File: src/rtl/psum_drain_if.sv
// Handshake and data bundle between the psum drain controller, the PE column and the output consumer.
// master = drain controller side, slave = column/consumer side.
interface psum_drain_if #(
    parameter int unsigned ROWS   = 8,
    parameter int unsigned PSU_DW = 32
);
    localparam int unsigned RW = $clog2(ROWS);

    logic              start;
    logic              start_ready;
    logic              psum_sel;
    logic [PSU_DW-1:0] col_in;
    logic [PSU_DW-1:0] out_data;
    logic [RW-1:0]     out_row;
    logic              out_last;
    logic              out_valid;
    logic              out_ready;
    logic              busy;
    logic              done;

    modport master (
        input  start, col_in, out_ready,
        output start_ready, psum_sel, out_data, out_row, out_last, out_valid, busy, done
    );

    modport slave (
        output start, col_in, out_ready,
        input  start_ready, psum_sel, out_data, out_row, out_last, out_valid, busy, done
    );
endinterface

File: src/rtl/psum_drain.sv
// Drains one PE column's partial sums (bottom row first) into a show-ahead FIFO
// and presents them on a valid/ready stream tagged with their source row.
module psum_drain #(
    parameter int unsigned ROWS       = 8,
    parameter int unsigned PSU_DW     = 32,
    parameter int unsigned FIFO_DEPTH = 16
) (
    input  logic           clk,
    input  logic           rst,
    psum_drain_if.master   bus
);
    localparam int unsigned RW = $clog2(ROWS);
    localparam int unsigned AW = $clog2(FIFO_DEPTH);
    localparam int unsigned CW = AW + 1;

    typedef struct packed {
        logic [PSU_DW-1:0] data;
        logic [RW-1:0]     row;
        logic              last;
    } entry_t;

    typedef enum logic [1:0] {IDLE, SEL, CAP} state_t;

    state_t        state_q, state_d;
    logic [RW-1:0] k_q, k_d;
    logic [AW-1:0] wr_q, wr_d;
    logic [AW-1:0] rd_q, rd_d;
    logic [CW-1:0] count_q, count_d;
    entry_t        mem_q [FIFO_DEPTH];
    entry_t        wr_entry;
    logic          push;
    logic          pop;
    logic          room;
    logic          last_row;

    // A drain is only admitted when the whole column is guaranteed to fit.
    assign room     = (CW'(FIFO_DEPTH) - count_q) >= CW'(ROWS);
    assign last_row = (k_q == RW'(ROWS - 1));

    always_comb begin
        state_d  = state_q;
        k_d      = k_q;
        push     = 1'b0;
        pop      = (count_q != '0) && bus.out_ready;
        wr_entry = '{data: bus.col_in, row: RW'(ROWS - 1) - k_q, last: last_row};

        case (state_q)
            IDLE: if (bus.start && room) state_d = SEL;
            SEL: begin
                state_d = CAP;
                k_d     = '0;
            end
            CAP: begin
                push = 1'b1;
                k_d  = k_q + RW'(1);
                if (last_row) state_d = IDLE;
            end
            default: state_d = IDLE;
        endcase

        wr_d = push ? wr_q + AW'(1) : wr_q;
        rd_d = pop  ? rd_q + AW'(1) : rd_q;

        case ({push, pop})
            2'b10:   count_d = count_q + CW'(1);
            2'b01:   count_d = count_q - CW'(1);
            default: count_d = count_q;
        endcase
    end

    always_ff @(posedge clk) begin
        if (rst) begin
            state_q <= IDLE;
            k_q     <= '0;
            wr_q    <= '0;
            rd_q    <= '0;
            count_q <= '0;
        end else begin
            state_q <= state_d;
            k_q     <= k_d;
            wr_q    <= wr_d;
            rd_q    <= rd_d;
            count_q <= count_d;
        end
    end

    // Storage is left unreset; entries are only observable while count is nonzero.
    always_ff @(posedge clk) begin
        if (push && !rst) mem_q[wr_q] <= wr_entry;
    end

    assign bus.start_ready = (state_q == IDLE) && room;
    assign bus.psum_sel    = (state_q == SEL);
    assign bus.busy        = (state_q != IDLE);
    assign bus.done        = (state_q == CAP) && last_row;
    assign bus.out_valid   = (count_q != '0);
    assign bus.out_data    = mem_q[rd_q].data;
    assign bus.out_row     = mem_q[rd_q].row;
    assign bus.out_last    = mem_q[rd_q].last;
endmodule

File: src/flat_wrapper.sv
// flat-port wrapper written by rule: the top's interface ports become plain ports
module psum_drain_flat 
#(
    parameter int unsigned ROWS       = 8,
    parameter int unsigned PSU_DW     = 32,
    parameter int unsigned FIFO_DEPTH = 16
)
  (clk, rst, bus_start, bus_col_in, bus_out_ready, bus_start_ready, bus_psum_sel, bus_out_data, bus_out_row, bus_out_last, bus_out_valid, bus_busy, bus_done);
  psum_drain_if #(.ROWS(ROWS), .PSU_DW(PSU_DW)) bus_i ();
  input  logic clk;
  input  logic rst;
  input wire logic [$bits(bus_i.start)-1:0] bus_start;
  input wire logic [$bits(bus_i.col_in)-1:0] bus_col_in;
  input wire logic [$bits(bus_i.out_ready)-1:0] bus_out_ready;
  output wire logic [$bits(bus_i.start_ready)-1:0] bus_start_ready;
  output wire logic [$bits(bus_i.psum_sel)-1:0] bus_psum_sel;
  output wire logic [$bits(bus_i.out_data)-1:0] bus_out_data;
  output wire logic [$bits(bus_i.out_row)-1:0] bus_out_row;
  output wire logic [$bits(bus_i.out_last)-1:0] bus_out_last;
  output wire logic [$bits(bus_i.out_valid)-1:0] bus_out_valid;
  output wire logic [$bits(bus_i.busy)-1:0] bus_busy;
  output wire logic [$bits(bus_i.done)-1:0] bus_done;
  assign bus_i.start = bus_start;
  assign bus_i.col_in = bus_col_in;
  assign bus_i.out_ready = bus_out_ready;
  assign bus_start_ready = bus_i.start_ready;
  assign bus_psum_sel = bus_i.psum_sel;
  assign bus_out_data = bus_i.out_data;
  assign bus_out_row = bus_i.out_row;
  assign bus_out_last = bus_i.out_last;
  assign bus_out_valid = bus_i.out_valid;
  assign bus_busy = bus_i.busy;
  assign bus_done = bus_i.done;
  psum_drain #(.ROWS(ROWS), .PSU_DW(PSU_DW), .FIFO_DEPTH(FIFO_DEPTH)) u_core (.clk(clk), .rst(rst), .bus(bus_i));
endmodule
File: config.mk
export PLATFORM = sky130hd
export DESIGN_NAME = psum_drain_flat
export DESIGN_NICKNAME = d
export VERILOG_FILES = /design/src/rtl/psum_drain_if.sv /design/src/rtl/psum_drain.sv /design/src/flat_wrapper.sv
export SDC_FILE = /design/constraint.sdc
export NUM_CORES = 1
export LEC_CHECK = 0
export ABC_AREA = 1
export CAP_MARGIN = 20
export CORE_MARGIN = 4
export CORE_UTILIZATION = 35
export CTS_BUF_LIST = sky130_fd_sc_hd__clkbuf_8
export CTS_CLUSTER_SIZE = 25
export DETAILED_ROUTE_END_ITERATION = 6
export SLEW_MARGIN = 25
export SYNTH_ARGS = -nofsm -noshare
export SYNTH_HDL_FRONTEND = slang
export SYNTH_SLANG_ARGS = --single-unit
File: constraint.sdc
create_clock -name clk -period 3.5 [get_ports clk]
set_input_delay 1.05 -clock clk [delete_from_list [all_inputs] [get_ports clk]]
set_output_delay 1.05 -clock clk [all_outputs]
set_load 0.005 [all_outputs]
==> reports/results.tsv, run 1 <==
stage	metric	value	unit
outcome	status	complete, but fails checks	
outcome	violations	negative setup slack	
worst_setup_path	required	2.45	ns
die	initial_core_util	35.3	%
worst_setup_path	timing.rr.start	u_core.count_q[0]	
hold_path	whs_path_depth	2	
sta	worstMarginPinSlew	0.682	ns
layout	drive_above_1_share	14.0	%
sta	maxSlewViolCount	0	
sta	hold_viol	0	
die	die_x	274	um
synth	synth_nets	2051	
grt	grt_usage	15.8	%
sta	final.min_clock_period	3.53	ns
layout	nNetsFinal	2197	
worst_setup_path	r2r_cells	16	
clock_tree	cts_max_level	3	
clock_tree	clockBufferDepth	3	
hold_path	min_from	u_core.count_q[4]	
layout	final_util	42.6	%
worst_setup_path	endpoint_kind	primary output	
layout	multiInputGateArea	0.00538	mm2
route	wl	60.8	mm
die	die_y	274	um
grt	grt_pass1_wl	91.3	mm
grt	grt_overflow	0	
sta	setup_slack	-0.0283	ns
synth	syn-mean-instance-area	12.4	um2
placed_design	place_area	0.0270	mm2
clock_tree	cts_num_sinks	598	
job	maxCapViolations	0	
power_and_ir_drop	max-vdd-ir-drop	0.000380	V
sta	tns	-0.0753	ns
die	rows	97	
sta	rsz0062_at_grt	true	
sta	slew_headroom	54.4	%
placed_design	gp_congestion	0.742	
layout	seqCellArea	0.0177	mm2
layout	final_common_cell	edfxtp_1	
route	wire_per_inst	19.2	um
synth	yosys_register_bits	598	
placed_design	hpwl	30.9	mm
sta	fin_crit_sh	101	%
worst_setup_path	r2r-end	u_core.count_q[4]	
synth	synth_cell_types	23	
route	met2_length	28.9	mm
route	routedLengthMet1	26.8	mm
layout	final_cell_mix	edfxtp_1 (576), inv_1 (355), nand3_1 (223)	
route	wl_met3	3.96	mm
die	pin_count	77	
worst_setup_path	reg2reg_slack	1.12	ns
sta	clock_skew	0.0230	ns
die	die_area	0.0749	mm2
worst_setup_path	crit_type	reg -> out	
layout	n_fill_cell	6389	
route	vias_per_cell	4.97	
sta	whs	0.494	ns
clock_tree	clk_pin_slew	0.07	ns
route	dr.pass1.iters	5	
placed_design	portBuffers	76	
route	drtIter0Drc	1323	
synth	yosysWarnings	0	
route	route.detailed.drc	0	
layout	instances_no_fill	3161	
clock_tree	cts_tree	done	
die	fp.coreArea	0.0700	mm2
layout	fin_area	0.0298	mm2
power_and_ir_drop	power_density	649	mW/mm2
synth	syn_area	0.0247	mm2
sta	setup_viol	4	
grt	grt_max_degree	58	
power_and_ir_drop	leakage	10.8	nW
sta	fmax	283	MHz
synth	synth_cells	2001	
placed_design	dp.cells	2952	
worst_setup_path	worstPathMaxFanout	12	
worst_setup_path	arrival	2.48	ns
hold_path	holdCritPathClass	reg -> reg	
clock_tree	worstSkewPairLatency	0.67	ns
grt	grt_pass1_vias	15300	
hold_path	min_to	u_core.count_q[4]	
synth	ys_seq_area_share	71.8	%
layout	syn2layout_area_growth	20.7	%
route	ant_nets	0	
route	highest_layer	met5	
grt	antenna_found_initial	4	
route	num_vias	15700	
clock_tree	cts_root_buf	clkbuf_8	
worst_setup_path	cp-start-kind	flop	
clock_tree	numCtsBuffers	96	
-- layer usage --
| layer | track usage (%) | vias up |
|---|---|---|
| met4 | 4.77 | 4 |
| met5 | 0 | - |
| li1 | - | 7394 |
| met3 | 2.68 | 83 |
| met2 | 25.5 | 496 |
| met1 | 21.9 | 7731 |
-- stage by stage --
step / setup slack, ns / total power, W
after floorplan: 0.0237 / 0.0112
after global placement: 0.444 / 0.0126
after detailed placement: 0.431 / 0.0127
after CTS: -0.159 / 0.0193
after global routing: -0.163 / 0.0204
final: -0.0283 / 0.0194
-- synthesized netlist by cell type --
master	number	area share [%]
nor2_1	32	0.49
nand3_1	228	4.6
o211ai_2	36	1.8
edfxtp_1	576	70
nor3_1	2	0.040
clkbuf_1	41	0.62
xnor2_1	1	0.035
buf_2	46	0.93
o21ai_1	1	0.020
buf_6	14	0.64
a21oi_1	158	3.2
o211ai_1	108	3.3
a211oi_1	1	0.030
nand2_1	221	3.4
and3_1	1	0.025
xor2_1	4	0.14
ha_1	14	0.71
o21ai_0	151	3.1
buf_1	20	0.30
inv_2	1	0.015
inv_1	321	4.9
clkinv_1	2	0.030
dfxtp_1	22	1.8
-- critical path, stage by stage, from the launching register on --
cell,delay [ns]
dfxtp_4,0.37
buf_12,0.14
buf_16,0.16
buf_16,0.16
a21oi_1,0.12
o21ai_0,0.09
nand3_1,0.09
nand3_2,0.09
nand2_1,0.07
clkdlybuf4s50_1,0.50
-- final cells by class --
class                      instances  share of cell area [%]
antenna                            2                  0.0168
clock buffer                     100                    4.61
clock inverter                    70                    1.72
inverter                         324                    4.08
multi-input combinational        958                    18.0
sequential                       598                    59.5
tap                              940                    3.94
timing repair buffer             169                    8.12
-- worst max-delay path by stage --
stage	cells past startpoint	to	from	slack, ns
5_1_grt	10	bus_out_data[4]	flop	-0.16
3_5_place_dp	14	u_core.count_q[4]	bus_out_ready	0.43
4_1_cts	9	bus_out_data[20]	flop	-0.16
2_1_floorplan	4	u_core.mem_q[0][0]	rst	0.02
6_report	9	bus_out_data[6]	flop	-0.03
3_3_place_gp	7	bus_out_data[5]	flop	0.44
-- sequential cells by signal, indices dropped and copies added (netlist names), named ones only --
signal / count
u_core.rd_q: 4
u_core.k_q: 3
u_core.state_q: 2
u_core.count_q: 5
u_core.mem_q: 576
u_core.wr_q: 4
-- repair_timing --
action                                  CTS  global route
hold buffers                              0             0
buffers inserted                          9             7
pin swaps                                14            15
hold endpoints to repair                  0             0
resized for setup                        73            56
cloned                                   13             8
endpoints found under the setup margin   36            21
-- power by group --
part,switching (W),internal [W],leakage (nW)
clock network,0.00269,0.00324,1.09
logic,0.00301,0.00234,4.31
registers,0.0000893,0.00800,5.37
total,0.00579,0.0136,10.8
-- cell families (layout without fill, tap and decap cells) --
group | after synthesis | count (layout) | synth area share (%)
xor+xnor | 5 | 5 | 0.177
simple gates | 484 | 484 | 8.52
flops | 598 | 598 | 71.8
compound gates | 455 | 455 | 11.4
buf+inv | 445 | 663 | 7.42
other cells | 0 | 2 | 0
fa+ha+maj | 14 | 14 | 0.709
No activity file was read; power rests on OpenSTA's default activity.
==> run 2: changes to the inputs <==
--- a/config.mk
+++ b/config.mk
@@ -10,6 +10,7 @@
 export CORE_MARGIN = 4
 export CORE_UTILIZATION = 35
 export CTS_BUF_LIST = sky130_fd_sc_hd__clkbuf_8
+export CTS_CLUSTER_DIAMETER = 200
 export CTS_CLUSTER_SIZE = 25
 export DETAILED_ROUTE_END_ITERATION = 6
 export SLEW_MARGIN = 25
==> run 2 against run 1 <==
The flow now finishes without violations. Via count shrank 2.9%. Hold slack better by 0.011 ns. Count of clock-buffer cells in the layout is 73 lower. Flip-flop and latch count is the same. Clock power is 54% lower. Worst setup slack improved by 0.088 ns. Non-clock buffer count rose by 2. Global-route usage shrank 0.82 points. Utilization shrank 2.1 points. First-iteration DRC count up 15%. Clock skew rose by 0.011 ns. Die area is the same.
==> reports/results.tsv, run 2 (same netlist as run 1, synthesis figures left out) <==
stage	metric	value	unit
worst_setup_path	cp-start-kind	flop	
worst_setup_path	arrival	2.39	ns
route	ant_nets	0	
die	initial_core_util	35.3	%
die	rows	97	
clock_tree	clk_pin_slew	0.15	ns
clock_tree	cts_root_buf	clkbuf_8	
worst_setup_path	path_delay_family	buffers and inverters	
clock_tree	cts_max_level	1	
power_and_ir_drop	max-vdd-ir-drop	0.000374	V
worst_setup_path	reg2reg_slack	1.12	ns
grt	antenna_found_initial	2	
clock_tree	cts_num_sinks	598	
sta	worstMarginPinSlew	0.625	ns
grt	grt_overflow	0	
die	die_x	274	um
placed_design	dp.cells	2952	
layout	instances_no_fill	3041	
sta	tns	0	ns
worst_setup_path	crit_type	reg -> out	
outcome	status	finished clean	
route	dr.pass1.iters	5	
layout	largest_register	u_core.mem_q	
clock_tree	clockBufferDepth	3	
sta	slew_headroom	58.2	%
placed_design	hpwl	30.9	mm
grt	grt_pass1_wl	87.6	mm
route	drtIter0Drc	1524	
sta	rsz0062_at_grt	true	
power_and_ir_drop	leakage	9.96	nW
worst_setup_path	path_buf_inv	3	
worst_setup_path	worst_path_largest_cell_delay	0.49	ns
layout	n_fill_cell	6500	
grt	grt_usage	15.0	%
route	wl	58.7	mm
placed_design	gp_congestion	0.742	
worst_setup_path	r2r-end	u_core.count_q[4]	
clock_tree	worstSkewPairLatency	0.66	ns
sta	final.min_clock_period	3.44	ns
layout	reg_top3	u_core.mem_q: 576 flops, u_core.count_q: 5 flops	
die	pin_count	77	
worst_setup_path	critPathSlowestCell	clkdlybuf4s50_1	
sta	hold_viol	0	
clock_tree	cts_tree	done	
worst_setup_path	crit_chain	buf_12 -> buf_6 -> a21oi_2 -> o21ai_0 -> nand3_1 -> nand3_2 -> nand2_1 -> clkdlybuf4s50_1	
hold_path	holdCritPathClass	reg -> reg	
sta	fin_crit_sh	98.3	%
job	maxCapViolations	0	
worst_setup_path	endpoint_kind	primary output	
worst_setup_path	worstPathMaxFanout	19	
sta	clock_skew	0.0336	ns
worst_setup_path	timing.rr.start	u_core.count_q[2]	
layout	syn2layout_area_growth	14.7	%
sta	setup_viol	0	
route	route.detailed.drc	0	
layout	final_common_cell	edfxtp_1	
layout	largest_reg_flops	576	
layout	multiInputGateArea	0.00544	mm2
die	fp.coreArea	0.0700	mm2
die	die_area	0.0749	mm2
clock_tree	hold_buffers	0	
sta	fmax	291	MHz
clock_tree	numCtsBuffers	27	
route	num_vias	15300	
layout	nNetsFinal	2130	
grt	grt_max_degree	77	
layout	final_cell_mix	edfxtp_1 (576), inv_1 (342), nand3_1 (218)	
layout	drive_above_1_share	11.7	%
die	die_y	274	um
power_and_ir_drop	power_density	567	mW/mm2
worst_setup_path	endpoint	bus_out_data[27]	
worst_setup_path	required	2.45	ns
grt	grt_pass1_vias	14500	
worst_setup_path	crit_cells	8	
placed_design	portBuffers	76	
sta	maxSlewViolCount	0	
route	vias_per_cell	5.02	
worst_setup_path	r2r_cells	16	
route	wire_per_inst	19.3	um
layout	seqCellArea	0.0178	mm2
run 2: cell types whose count changed in the layout (fill, tap and decap cells not counted), moves of 5 or more:
cell           delta
a21oi_2           +8
nand3_2           +5
buf_4             +5
a21oi_1           -8
dlygate4sd2_1     -8
nand3_1           -5
clkbuf_8         -73
clkinv_2          -8
inv_1            -13
clkbuf_2         +13
bufinv_16         -8
clkinv_1         -13
run 2: report_power, final:
group | total (W) | switching (W) | internal, W
Clock | 0.00275 | 0.00202 | 0.000736
Sequential | 0.00809 | 0.0000978 | 0.00799
Combinational | 0.00524 | 0.00297 | 0.00227
Total | 0.0161 | 0.00509 | 0.0110
run 2: worst reg2reg max path, delay by kind of cell, from the launching register on:
kind / cells / cell delay, ns
simple gates: 9 / 0.73
buf+inv: 2 / 0.14
compound gates: 1 / 0.12
xor+xnor: 1 / 0.23
fa+ha+maj: 3 / 0.71
flops: 1 / 0.39
run 2: layer usage:
metal | GRT usage, % | vias to the layer above | share of wire [%]
li1 | - | 7200 | -
met1 | 21.7 | 7595 | 45
met2 | 24.8 | 408 | 48
met3 | 1.79 | 51 | 5.7
met4 | 2.34 | 2 | 1.2
met5 | 0 | - | 0.022
run 2: through the flow:
step	instance area (um2)	worst slack [ns]	util (%)	hold WS (ns)	total power (W)
after CTS	28000	-0.198	40.0	0.508	0.0159
final	28400	0.0600	40.5	0.505	0.0161
after floorplan	24700	0.0237	-	0.455	0.0112
after global placement	27000	0.444	38.5	0.474	0.0126
after global routing	28400	-0.0621	40.5	0.541	0.0170
after detailed placement	27000	0.431	38.5	0.484	0.0127
run 2: cell type report:
class                   count  share of cell area, %
multi-input cells         958                   19.2
diodes                      1                0.00883
well taps                 940                   4.15
clock buffers              27                   1.31
clock inverters            22                  0.291
inverters                 324                   4.29
flip-flops and latches    598                   62.6
repair buffers            171                   8.16
run 2: worst min-delay path by stage:
stage / from / endpoint / slack (ns) / depth (start not counted)
2_1_floorplan: u_core.rd_q[2] / flop / 0.46 / 2
3_3_place_gp: u_core.rd_q[2] / flop / 0.47 / 2
3_5_place_dp: u_core.count_q[4] / u_core.count_q[4] / 0.48 / 2
4_1_cts: u_core.count_q[4] / u_core.count_q[4] / 0.51 / 2
5_1_grt: u_core.rd_q[2] / flop / 0.54 / 2
6_report: u_core.count_q[4] / u_core.count_q[4] / 0.50 / 2
run 2: what timing repair did:
item / CTS / global route
setup endpoints to repair: 36 / 31
resized for setup: 71 / 100
pin swaps: 10 / 32
setup buffers: 13 / 8
gates cloned: 10 / 9
